===== config.mk =====
export PLATFORM = sky130hd
export DESIGN_NAME = lcd_seq
export DESIGN_NICKNAME = d
export VERILOG_FILES = /design/src/rtl/lcd_pkg.sv /design/src/rtl/lcd_xfer.sv /design/src/rtl/lcd_seq.sv
export SDC_FILE = /design/constraint.sdc
export NUM_CORES = 1
export LEC_CHECK = 0
export ABC_CLOCK_PERIOD_IN_PS = 5100
export BUFFER_PORTS_ARGS = -buffer_cell sky130_fd_sc_hd__buf_2
export CAP_MARGIN = 5
export CELL_PAD_IN_SITES_DETAIL_PLACEMENT = 0
export CELL_PAD_IN_SITES_GLOBAL_PLACEMENT = 1
export CORE_ASPECT_RATIO = 0.9
export CORE_MARGIN = 2
export CORE_UTILIZATION = 51
export DETAILED_ROUTE_END_ITERATION = 16
export PLACE_DENSITY = 0.9
export SYNTH_ARGS = -nofsm -noshare
export SYNTH_HDL_FRONTEND = slang
export SYNTH_SLANG_ARGS = --single-unit

===== constraint.sdc =====
create_clock -name clk -period 5.1 [get_ports clk]
set_clock_uncertainty 0.15 [all_clocks]
set_input_delay 0.255 -clock clk [delete_from_list [all_inputs] [get_ports clk]]
set_output_delay 0.255 -clock clk [all_outputs]
set_load 0.02 [all_outputs]

===== src/rtl/lcd_pkg.sv =====
// Shared definitions for the HD44780-style LCD sequencer.
// Holds the FSM state enums, the fixed command/character bytes and two
// small helpers: the init command ROM and the hex-digit to ASCII encoder.
package lcd_pkg;

   // Top-level sequencer states
   typedef enum logic [2:0] {
      IDLE,
      INIT,
      READY,
      ADDR,
      DATA
   } state_t;

   // Per-byte strobe phases inside lcd_xfer
   typedef enum logic [1:0] {
      PH_IDLE,
      PH_SETUP,
      PH_HIGH,
      PH_HOLD
   } xfer_phase_t;

   localparam logic [7:0] CMD_FUNC_SET   = 8'h38;  // 8-bit bus, 2 lines, 5x8 font
   localparam logic [7:0] CMD_ENTRY_MODE = 8'h06;  // increment, no shift
   localparam logic [7:0] CMD_DISP_ON    = 8'h0E;  // display on, cursor on
   localparam logic [7:0] CMD_CLEAR      = 8'h01;  // clear display (slow command)
   localparam logic [7:0] CMD_SET_ADDR   = 8'h80;  // DDRAM address 0
   localparam logic [7:0] CHR_SPACE      = 8'h20;
   localparam logic [7:0] DB_IDLE        = 8'hCC;  // bus value between transfers

   localparam int INIT_LEN = 4;

   function automatic logic [7:0] init_cmd(input logic [2:0] idx);
      logic [7:0] cmd;
      case (idx)
         3'd0:    cmd = CMD_FUNC_SET;
         3'd1:    cmd = CMD_ENTRY_MODE;
         3'd2:    cmd = CMD_DISP_ON;
         default: cmd = CMD_CLEAR;
      endcase
      return cmd;
   endfunction

   // 0-9 -> '0'..'9', A-F -> 'A'..'F'
   function automatic logic [7:0] hex_char(input logic [3:0] v);
      logic [7:0] c;
      if (v < 4'd10) c = 8'h30 + {4'h0, v};
      else           c = 8'h41 + {4'h0, v - 4'd10};
      return c;
   endfunction

endpackage


===== src/rtl/lcd_xfer.sv =====
// Single-byte LCD write strobe generator.
// On go (while idle) it latches byte/rs onto the bus, holds E low for
// SETUP_CYC cycles, E high for E_CYC cycles, then E low for WAIT_CYC cycles
// (CLR_WAIT_CYC after a clear command) before returning the bus to DB_IDLE
// and pulsing ack. DB/RS never change while a byte is in flight.
// Ports:
//   clk, rst_n        clock, asynchronous active-low reset
//   go                one-cycle request, accepted only when idle
//   tx_byte, tx_rs    byte and register select to send
//   lcd_e/rs/db       LCD pins (registered)
//   ack               one-cycle pulse when the byte's wait time has elapsed
module lcd_xfer
   import lcd_pkg::*;
#(
   parameter int SETUP_CYC    = 2,
   parameter int E_CYC        = 12,
   parameter int WAIT_CYC     = 2000,
   parameter int CLR_WAIT_CYC = 82000
) (
   input  logic       clk,
   input  logic       rst_n,
   input  logic       go,
   input  logic [7:0] tx_byte,
   input  logic       tx_rs,
   output logic       lcd_e,
   output logic       lcd_rs,
   output logic [7:0] lcd_db,
   output logic       ack
);

   xfer_phase_t phase;
   logic [31:0] cnt;
   logic        is_clear;

   // The bus already holds the byte in flight, so decide the wait from it.
   assign is_clear = (lcd_db == CMD_CLEAR) && !lcd_rs;

   always_ff @(posedge clk or negedge rst_n) begin
      if (!rst_n) begin
         phase  <= PH_IDLE;
         cnt    <= '0;
         lcd_e  <= 1'b0;
         lcd_rs <= 1'b0;
         lcd_db <= DB_IDLE;
         ack    <= 1'b0;
      end else begin
         ack <= 1'b0;
         case (phase)
            PH_IDLE: begin
               if (go) begin
                  lcd_db <= tx_byte;
                  lcd_rs <= tx_rs;
                  cnt    <= 32'(SETUP_CYC - 1);
                  phase  <= PH_SETUP;
               end
            end
            PH_SETUP: begin
               if (cnt == '0) begin
                  lcd_e <= 1'b1;
                  cnt   <= 32'(E_CYC - 1);
                  phase <= PH_HIGH;
               end else begin
                  cnt <= cnt - 32'd1;
               end
            end
            PH_HIGH: begin
               if (cnt == '0) begin
                  lcd_e <= 1'b0;
                  cnt   <= is_clear ? 32'(CLR_WAIT_CYC - 1) : 32'(WAIT_CYC - 1);
                  phase <= PH_HOLD;
               end else begin
                  cnt <= cnt - 32'd1;
               end
            end
            PH_HOLD: begin
               if (cnt == '0) begin
                  lcd_db <= DB_IDLE;
                  lcd_rs <= 1'b0;
                  ack    <= 1'b1;
                  phase  <= PH_IDLE;
               end else begin
                  cnt <= cnt - 32'd1;
               end
            end
            default: phase <= PH_IDLE;
         endcase
      end
   end

endmodule


===== src/rtl/lcd_seq.sv =====
// LCD init + hex-digit refresh sequencer.
// start runs the four-command init; update (once ready) writes the
// DDRAM address followed by NUM_DIGITS ASCII hex characters, leftmost first.
// Updates arriving while a sequence runs collapse into one pending refresh
// that starts as soon as the sequencer is back in READY.
// Ports:
//   clk, rst_n       clock, asynchronous active-low reset
//   start, update    one-cycle request pulses
//   digits           packed nibbles, top nibble = leftmost character
//   busy, ready      status (registered)
//   done             one-cycle pulse at the end of init or refresh
//   lcd_e/rs/rw/db   LCD pins; rw is always write
module lcd_seq
   import lcd_pkg::*;
#(
   parameter int NUM_DIGITS   = 4,
   parameter int SETUP_CYC    = 2,
   parameter int E_CYC        = 12,
   parameter int WAIT_CYC     = 2000,
   parameter int CLR_WAIT_CYC = 82000,
   parameter int LZ_BLANK     = 0
) (
   input  logic                    clk,
   input  logic                    rst_n,
   input  logic                    start,
   input  logic                    update,
   input  logic [4*NUM_DIGITS-1:0] digits,
   output logic                    busy,
   output logic                    ready,
   output logic                    done,
   output logic                    lcd_e,
   output logic                    lcd_rs,
   output logic                    lcd_rw,
   output logic [7:0]              lcd_db
);

   state_t                  state;
   logic [2:0]              idx;
   logic [4*NUM_DIGITS-1:0] digits_lat;
   logic                    pending;
   logic                    go;
   logic [7:0]              tx_byte;
   logic                    tx_rs;
   logic                    ack;

   logic [7:0]              char_arr [NUM_DIGITS];
   logic [NUM_DIGITS-1:0]   lead_zero;
   logic [2:0]              char_sel;
   logic [7:0]              next_char;

   assign lcd_rw = 1'b0;

   // Character for each position. lead_zero[p] is set when every digit from
   // the left edge through position p is zero; the rightmost position is
   // never blanked so an all-zero value still shows a single '0'.
   for (genvar gi = 0; gi < NUM_DIGITS; gi++) begin : g_char
      localparam bit BLANK_OK = (LZ_BLANK != 0) && (gi != NUM_DIGITS - 1);
      logic [3:0] nib;
      assign nib = digits_lat[4*(NUM_DIGITS-1-gi) +: 4];
      if (gi == 0) begin : g_first
         assign lead_zero[gi] = (nib == 4'h0);
      end else begin : g_rest
         assign lead_zero[gi] = lead_zero[gi-1] && (nib == 4'h0);
      end
      assign char_arr[gi] = (BLANK_OK && lead_zero[gi]) ? CHR_SPACE : hex_char(nib);
   end

   // Character to issue on the next ack: first digit after the address
   // byte, otherwise the one after the digit currently on the bus.
   always_comb begin
      char_sel  = (state == DATA) ? idx + 3'd1 : 3'd0;
      next_char = char_arr[0];
      for (int i = 0; i < NUM_DIGITS; i++) begin
         if (char_sel == 3'(i)) next_char = char_arr[i];
      end
   end

   always_ff @(posedge clk or negedge rst_n) begin
      if (!rst_n) begin
         state      <= IDLE;
         idx        <= '0;
         digits_lat <= '0;
         pending    <= 1'b0;
         go         <= 1'b0;
         tx_byte    <= DB_IDLE;
         tx_rs      <= 1'b0;
         busy       <= 1'b0;
         ready      <= 1'b0;
         done       <= 1'b0;
      end else begin
         go   <= 1'b0;
         done <= 1'b0;
         case (state)
            IDLE, READY: begin
               // start beats update and flushes anything pending
               if (start) begin
                  state   <= INIT;
                  idx     <= '0;
                  pending <= 1'b0;
                  go      <= 1'b1;
                  tx_byte <= init_cmd(3'd0);
                  tx_rs   <= 1'b0;
                  busy    <= 1'b1;
               end else if (state == READY && (update || pending)) begin
                  state      <= ADDR;
                  digits_lat <= digits;
                  pending    <= 1'b0;
                  go         <= 1'b1;
                  tx_byte    <= CMD_SET_ADDR;
                  tx_rs      <= 1'b0;
                  busy       <= 1'b1;
               end
            end
            INIT: begin
               if (update) pending <= 1'b1;
               if (ack) begin
                  if (idx == 3'(INIT_LEN - 1)) begin
                     state <= READY;
                     ready <= 1'b1;
                     done  <= 1'b1;
                     busy  <= 1'b0;
                  end else begin
                     idx     <= idx + 3'd1;
                     go      <= 1'b1;
                     tx_byte <= init_cmd(idx + 3'd1);
                  end
               end
            end
            ADDR: begin
               if (update) pending <= 1'b1;
               if (ack) begin
                  state   <= DATA;
                  idx     <= '0;
                  go      <= 1'b1;
                  tx_byte <= next_char;
                  tx_rs   <= 1'b1;
               end
            end
            DATA: begin
               if (update) pending <= 1'b1;
               if (ack) begin
                  if (idx == 3'(NUM_DIGITS - 1)) begin
                     state <= READY;
                     done  <= 1'b1;
                     busy  <= 1'b0;
                  end else begin
                     idx     <= idx + 3'd1;
                     go      <= 1'b1;
                     tx_byte <= next_char;
                  end
               end
            end
            default: state <= IDLE;
         endcase
      end
   end

   lcd_xfer #(
      .SETUP_CYC   (SETUP_CYC),
      .E_CYC       (E_CYC),
      .WAIT_CYC    (WAIT_CYC),
      .CLR_WAIT_CYC(CLR_WAIT_CYC)
   ) u_xfer (
      .clk    (clk),
      .rst_n  (rst_n),
      .go     (go),
      .tx_byte(tx_byte),
      .tx_rs  (tx_rs),
      .lcd_e  (lcd_e),
      .lcd_rs (lcd_rs),
      .lcd_db (lcd_db),
      .ack    (ack)
   );

endmodule


### Word-level counts from Yosys, hierarchy flattened

Index checks and enable logic that the tools add are counted.

| cells by class | value |
|---|---|
| $add $sub $neg | 14 |
| order comparisons | 4 |
| eq/ne operators | 30 |
| mux-type cells | 69 |
| bitwise operators | 1 |
| reduce and logical (&&, ||, !) cells | 30 |

Operators with widths:

| cell | count |
|---|---|
| 32-bit two-way mux | 4 |
| 8-bit two-way mux | 16 |
| 32-bit one-hot mux with 4 select lines | 1 |
| 7-bit by 4-bit adder with 8-bit output, first input constant | 4 |
| 32-bit logical NOT | 1 |
| 8-bit one-hot mux with 4 select lines | 1 |
| 32-bit by 1-bit subtractor with 32-bit output, second input constant | 1 |
| 3-bit two-way mux | 10 |
| 6-bit by 4-bit adder with 7-bit output, first input constant | 4 |
| 1-bit two-way mux | 21 |
| 3-bit by 2-bit == test with 1-bit output, second input constant | 6 |
| 2-bit by 1-bit != test with 1-bit output, second input constant | 9 |
| 3-bit one-hot mux with 3 select lines | 2 |
| 6-bit one-hot mux with 3 select lines | 1 |
| 3-bit AND reduction | 6 |
| 17-bit two-way mux | 1 |
| 4-bit < comparator, second input constant | 4 |
| 8-bit one-hot mux with 2 select lines | 1 |
| 4-bit subtractor, second input constant | 4 |
| 2-bit != test, second input constant | 6 |
| 4-bit AND reduction | 3 |
| 1-bit one-hot mux with 2 select lines | 5 |
| 2-bit nonzero test | 5 |
| 3-bit by 1-bit == test with 1-bit output, second input constant | 3 |
| 22 further kinds | 29 |

| storage, ports and cells | value |
|---|---|
| register bits | 81 |
| bits of input ports | 20 |
| logic and storage cells | 164 |

### Longest topological paths before layout

Gate-level depths: netlist (run 1).

| logic depth | value |
|---|---|
| depth after elaboration | 9 |
| depth in mapped cells | 10 |

### Hierarchy

From an unflattened synthesis (run 1), not the netlist that was laid out.

| unflattened totals | value |
|---|---|
| cell total of the unflattened synthesis | 570 |
| area, all modules | 5067.4 um^2 |

Modules (own cells, without submodules):

| module | instances | cells each | area an instance (um^2) | seq. area each (um^2) |
|---|---|---|---|---|
| lcd_xfer | 1 | 299 | 2652.5 | 1131.1 |
| lcd_seq | 1 | 271 | 2414.8 | 905.9 |

### Worst setup path after synthesis (run 1)

No wires, ideal clock.

| path | value |
|---|---|
| path type | flip-flop to flip-flop |
| start point | reg idx[0] (netlist name) |
| end point | reg digits_lat[7] |
| arrival time | 2.372 ns |
| required time | 4.823 ns |
| setup slack | 2.450 ns |
| cell stages (with the launch flop) | 10 |
| cell sequence | dfrtp_1 -> ha_1 -> ha_1 -> nand2b_1 -> a21boi_0 -> o31a_1 -> or4_1 -> buf_2 -> buf_6 -> mux2_1 |

RTL lines:

| element | line | RTL |
|---|---|---|
| end signal, assigned | lcd_seq.sv:106 | `digits_lat <= digits;` |
| end, declared | lcd_seq.sv:39 | `logic [4*NUM_DIGITS-1:0] digits_lat;` |

==> impl_metrics.toml, run 1 <==
[global_routing]
antenna_found_initial = 0
track_usage = 0.229
grt_pass1_vias = 4129
grt_pass1_wl_um = 19800
grt_overflow = 0
grt_max_degree = 82

[clock_tree]
cts_setup_buffers = 0
cts_tree = "done"
clkTransAtPathRegs_ns = 0.10
clock_latency_ns = 0.36
h-tree-depth = 3
cts-root-buf = "clkbuf_8"
cts_sinks = 81
numCtsBuffers = 9
clockBufferDepth = 2
cts_hold_buffers = 17
post_cts_resized = 0

[cells_and_area]
final_cell_mix = "73 x dfrtp_1, 53 x a21oi_1, 46 x nor2_1"
drive_above_1_share = 0.144
syn_to_final_growth_pct = 11.0
diodes = 0
mostFrequentLayoutCell = "dfrtp_1"
nets = 637

[route]
ant_nets = 0
vias = 4333
drt_iter0_drc = 227
routed_wl_um = 11600
drc_errors = 0
drtPass1Iterations = 5
post_drt_wl_per_cell_um = 16.0
viasPerCell = 5.98

[placed_design]
gp_congestion = 0.885
place_hpwl_um = 8240
port_buffers = 32

[yosys]
synth_top_cell_area_share = 0.358
synth.distinct_cells = 71
synth_nets = 605
syn_area_um2 = 5110
synthCells = 561
synthTopCellsByArea = "dfrtp_1 36%, ha_1 5.9%, a21oi_1 5.2%"
seq_area_frac_synth = 0.399
yosys.area.top_type = "dfrtp_1"
synth_ff_type = "dfrtp_1"
avgSynthCellArea_um2 = 9.10
synth_edf_count = 0
synthArstFlopShare = 1.00
yosys_warnings = 0
ys_seq_elements = 81

[critical_path]
end_kind = "flip-flop"
worst_path_most_repeated_cell = "ha_1"
cp_slowest_stage_delay_ns = 0.88
crit_chain = "ha_1, ha_1, nand2b_1, a21boi_0, o31a_1, or4_1, mux2_1"
start_kind = "flip-flop"
worstReg2RegStart = "idx[0]"
crit_start = "idx[0]"
crit_type = "reg -> reg"
worstPathArrival_ns = 3.39
required_ns = 5.18
r2r_slack_ns = 1.79
critPathSlowestCell = "or4_1"
path_max_fanout = 18

[hold_path]
min_from = "update"
hold_path.class = "in -> reg"

[timing]
worst_slew_pin_slew_ns = 1.03
final-max-slew-violation-count = 0
slew-limit-headroom = 0.315
period_minus_slack_ns = 3.31
layout_worst_path_cycle_share = 0.650
rsz0062_at_grt = "false"
setup_viol = 0
max_freq_ghz = 0.302
fin_tns_setup_ns = 0
hold_viol_final = 0
whs_ns = 0.0643

[power_and_ir_drop]
clockPowerShare = 0.370
p_switching_uw = 364
ir_drop_v = 0.000163
switching_share = 0.275
p_int_uw = 963
power_frac_seq = 0.524
p_leak_nw = 2.54
p_per_area_nw_per_um2 = 234
combinationalPowerShare = 0.106

[die]
dieWidth_um = 109
start_util = 0.526
core_um2 = 9700
die_y_um = 98.9
dieArea_um2 = 10800
rows = 34
io_pins = 34

[outcome]
outcome = "finished clean"

[flow_run]
drv_cap = 0
==> state kept, by name, indices dropped and copies added (netlist names), 2 cells and up <==
name,count
idx,3
u_xfer.phase,2
u_xfer.cnt,32
digits_lat,16
state,3
u_xfer.lcd_db,8
tx_byte,8
==> logic make-up (layout without fill, tap and decap cells) <==
| kind of cell | Yosys count | in the layout | share of synthesized area |
|---|---|---|---|
| simple gates | 187 | 187 | 0.198 |
| compound gates | 161 | 161 | 0.200 |
| fa+ha+maj | 24 | 24 | 0.0588 |
| buf+inv | 59 | 96 | 0.0505 |
| mux | 22 | 22 | 0.0475 |
| flops | 81 | 81 | 0.399 |
| xor+xnor | 26 | 26 | 0.0446 |
| other cells | 1 | 1 | 0.000734 |
==> routing by layer <==
| metal | share of wire | global-route usage | vias up |
|---|---|---|---|
| met5 | 0 | 0 | - |
| met4 | 0.0096 | 0.0545 | 0 |
| met3 | 0.054 | 0.0456 | 10 |
| met2 | 0.45 | 0.345 | 128 |
| met1 | 0.49 | 0.340 | 2083 |
| li1 | - | - | 2112 |
==> per-stage QoR <==
step	std cells	utilization	power, mW	cell area [um2]	worst slack (ns)
after floorplan	561	-	0.790	5110	2.45
after global placement	691	0.546	0.831	5300	1.91
after detailed placement	691	0.546	0.839	5300	1.79
after CTS	724	0.584	1.34	5670	1.78
after global routing	724	0.584	1.39	5670	1.59
final	724	0.584	1.33	5670	1.79
==> cells in the mapped netlist (all sizes together) (5+ instances only) <==
master,instances
o22ai,5
nor2,47
o211ai,5
buf,11
a211oi,7
a22o,7
nor2b,6
clkbuf,20
nand2,42
xor2,10
o22a,5
nor4,12
o31ai,13
mux2,18
nor3,20
or4,13
dfrtp,73
or2,5
o21ai,35
ha,24
nand4,7
nand3,12
a21oi,53
dfstp,8
inv,28
xnor2,16
==> cell type report <==
class	instances	area [um2]
Clock buffer	9	124
Clock inverter	7	76.3
Fill cell	876	4030
Inverter	28	105
Multi-Input combinational cell	421	2810
Sequential cell	81	2040
Tap cell	126	158
Timing Repair Buffer	52	355
==> final timing paths <==
path                                  end  cells after the start
min reg2reg                    tx_byte[7]                      2
min                               pending                      3
max reg2reg                digits_lat[11]                      7
min in group asynchronous            done                      2
max in group asynchronous  u_xfer.cnt[15]                      2
max                        digits_lat[11]                      7
==> power by group through the flow <==
stage | Combinational, mW | Sequential, mW | Clock [mW]
floorplan | 0.0929 | 0.697 | 0
global placement | 0.125 | 0.706 | 0
detailed placement | 0.131 | 0.707 | 0
CTS | 0.142 | 0.695 | 0.500
global route | 0.163 | 0.700 | 0.530
finish | 0.140 | 0.696 | 0.491
==> critical path, delay by kind of cell (launching register included) <==
kind / cells / cell delay (ns)
adder cells (fa/ha/maj): 2 / 0.53
flip-flops: 1 / 0.55
multiplexers: 1 / 0.45
AND/OR/NAND/NOR: 2 / 0.98
AO/OA/AOI/OAI: 2 / 0.52
Note: power is estimated with default switching activity, not from simulation.
==> run 2: changes to the inputs <==
- ABC_CLOCK_PERIOD_IN_PS: 5100 -> 3100
- CORE_UTILIZATION: 51 -> 47
- PLACE_DENSITY: 0.9 -> 0.84
- clock period: 5.1 -> 3.1 ns (I/O delays scaled with it)
==> run 2 against run 1 <==
Net effect: global-route usage down 1.3 points; cell count up 3.0%; sequential power up 64%; register-to-register slack worse by 1.4 ns; clock power rose by 100%; first-iteration DRC count rose by 15%; critical path depth decreased by 1; core utilization down 3.7 points; routed wire length increased by 4.0%; critical path type unchanged; critical endpoint is now u_xfer.cnt[17].
==> impl_metrics.toml, run 2 (synthesis gave the netlist of run 1 again) <==
[cells_and_area]
mostFrequentLayoutCell = "dfrtp_1"
top_register = "u_xfer.cnt"
syn_to_final_growth_pct = 14.9
final_cell_mix = "73 x dfrtp_1, 53 x a21oi_1, 46 x nor2_1"
reg_top3 = "u_xfer.cnt (32), digits_lat (16)"
diodes = 0
largest_reg_flops = 32
nets = 652
drive_above_1_share = 0.160
fill_cells = 961

[critical_path]
worstPathArrival_ns = 2.81
end_kind = "flip-flop"
required_ns = 3.18
worstReg2RegStart = "u_xfer.cnt[5]"
path_max_fanout = 17
start_kind = "flip-flop"
crit_type = "reg -> reg"
crit_start = "u_xfer.cnt[5]"

[timing]
slew-limit-headroom = 0.318
layout_worst_path_cycle_share = 0.880
final-max-slew-violation-count = 0
whs_ns = 0.0586
period_minus_slack_ns = 2.73
hold_viol_final = 0
rsz0062_at_grt = "false"
fin_tns_setup_ns = 0
setup_viol = 0
worst_slew_pin_slew_ns = 1.02
max_freq_ghz = 0.366

[global_routing]
grt_max_degree = 82
grt_overflow = 0
antenna_found_initial = 0
grt_pass1_vias = 4038
grt_pass1_wl_um = 19800
track_usage = 0.216

[die]
core_um2 = 10700
io_pins = 34
die_y_um = 103
start_util = 0.476
dieArea_um2 = 11700
dieWidth_um = 114
rows = 36

[placed_design]
gp_congestion = 0.928
place_hpwl_um = 8570
port_buffers = 32

[route]
vias = 4352
routed_wl_um = 12000
drt_iter0_drc = 262
viasPerCell = 5.83
drc_errors = 0
ant_nets = 0
post_drt_wl_per_cell_um = 16.1
drtPass1Iterations = 4

[power_and_ir_drop]
p_per_area_nw_per_um2 = 405
ir_drop_v = 0.000420
p_total_mw = 2.38
p_leak_nw = 2.65

[outcome]
outcome = "finished clean"

[hold_path]
min_from = "start"
hold_path.class = "in -> reg"

[clock_tree]
clkTransAtPathRegs_ns = 0.07
post_cts_resized = 0
cts-root-buf = "clkbuf_16"
clockBufferDepth = 2
numCtsBuffers = 9
h-tree-depth = 3
cts_tree = "done"
cts_setup_buffers = 0
clock_latency_ns = 0.35
cts_sinks = 81

[flow_run]
drv_cap = 0
[run 2: critical path, cell delays in order (launching register included)]
cell and delay [ns]:
dfrtp_1 0.44, or4_4 0.61, nor3_4 0.32, nand4_4 0.31
a21oi_1 0.45, buf_4 0.26, nor2_1 0.06
[run 2: cell type report]
class	instances	area, um2	area share
Clock buffer	12	246	0.0420
Timing Repair Buffer	67	470	0.0802
Clock inverter	4	28.8	0.00491
Tap cell	133	166	0.0284
Sequential cell	81	2040	0.347
Inverter	28	105	0.0179
Multi-Input combinational cell	421	2810	0.479
[run 2: timing repair]
item | 4_1_cts | 5_1_grt
hold endpoints to repair | 90 | 0
hold buffers | 18 | 0
setup endpoints to repair | 0 | 0
[run 2: per-stage QoR]
step | instance area (um2) | instances | utilization | setup WS (ns)
floorplan | 5110 | 561 | - | 0.450
global placement | 5410 | 712 | 0.505 | 0.439
detailed placement | 5410 | 712 | 0.505 | 0.399
CTS | 5870 | 746 | 0.547 | 0.367
global route | 5870 | 746 | 0.547 | 0.175
finish | 5870 | 746 | 0.547 | 0.371
[run 2: power breakdown]
part / internal [mW] / switching (mW)
registers: 1.10 / 0.0437
clock network: 0.565 / 0.429
logic: 0.111 / 0.130
[run 2: final timing paths]
kind / slack [ns] / cells after the start / end
setup / recovery: 0.37 / 6 / u_xfer.cnt[17]
hold / removal: 0.06 / 3 / state[0]
setup reg to reg: 0.37 / 6 / u_xfer.cnt[17]
hold reg to reg: 0.33 / 1 / ready
max in group asynchronous: 1.77 / 2 / u_xfer.cnt[8]
min in group asynchronous: 0.37 / 2 / digits_lat[6]
[run 2: per-layer routing]
metal / up-vias / global-route usage / routed length [um] / part of all wire
met5: - / 0 / 0 / 0
met1: 2090 / 0.302 / 5910 / 0.49
met2: 118 / 0.334 / 5410 / 0.45
met3: 12 / 0.0429 / 596 / 0.049
met4: 0 / 0.0826 / 127 / 0.011
li1: 2132 / - / - / -
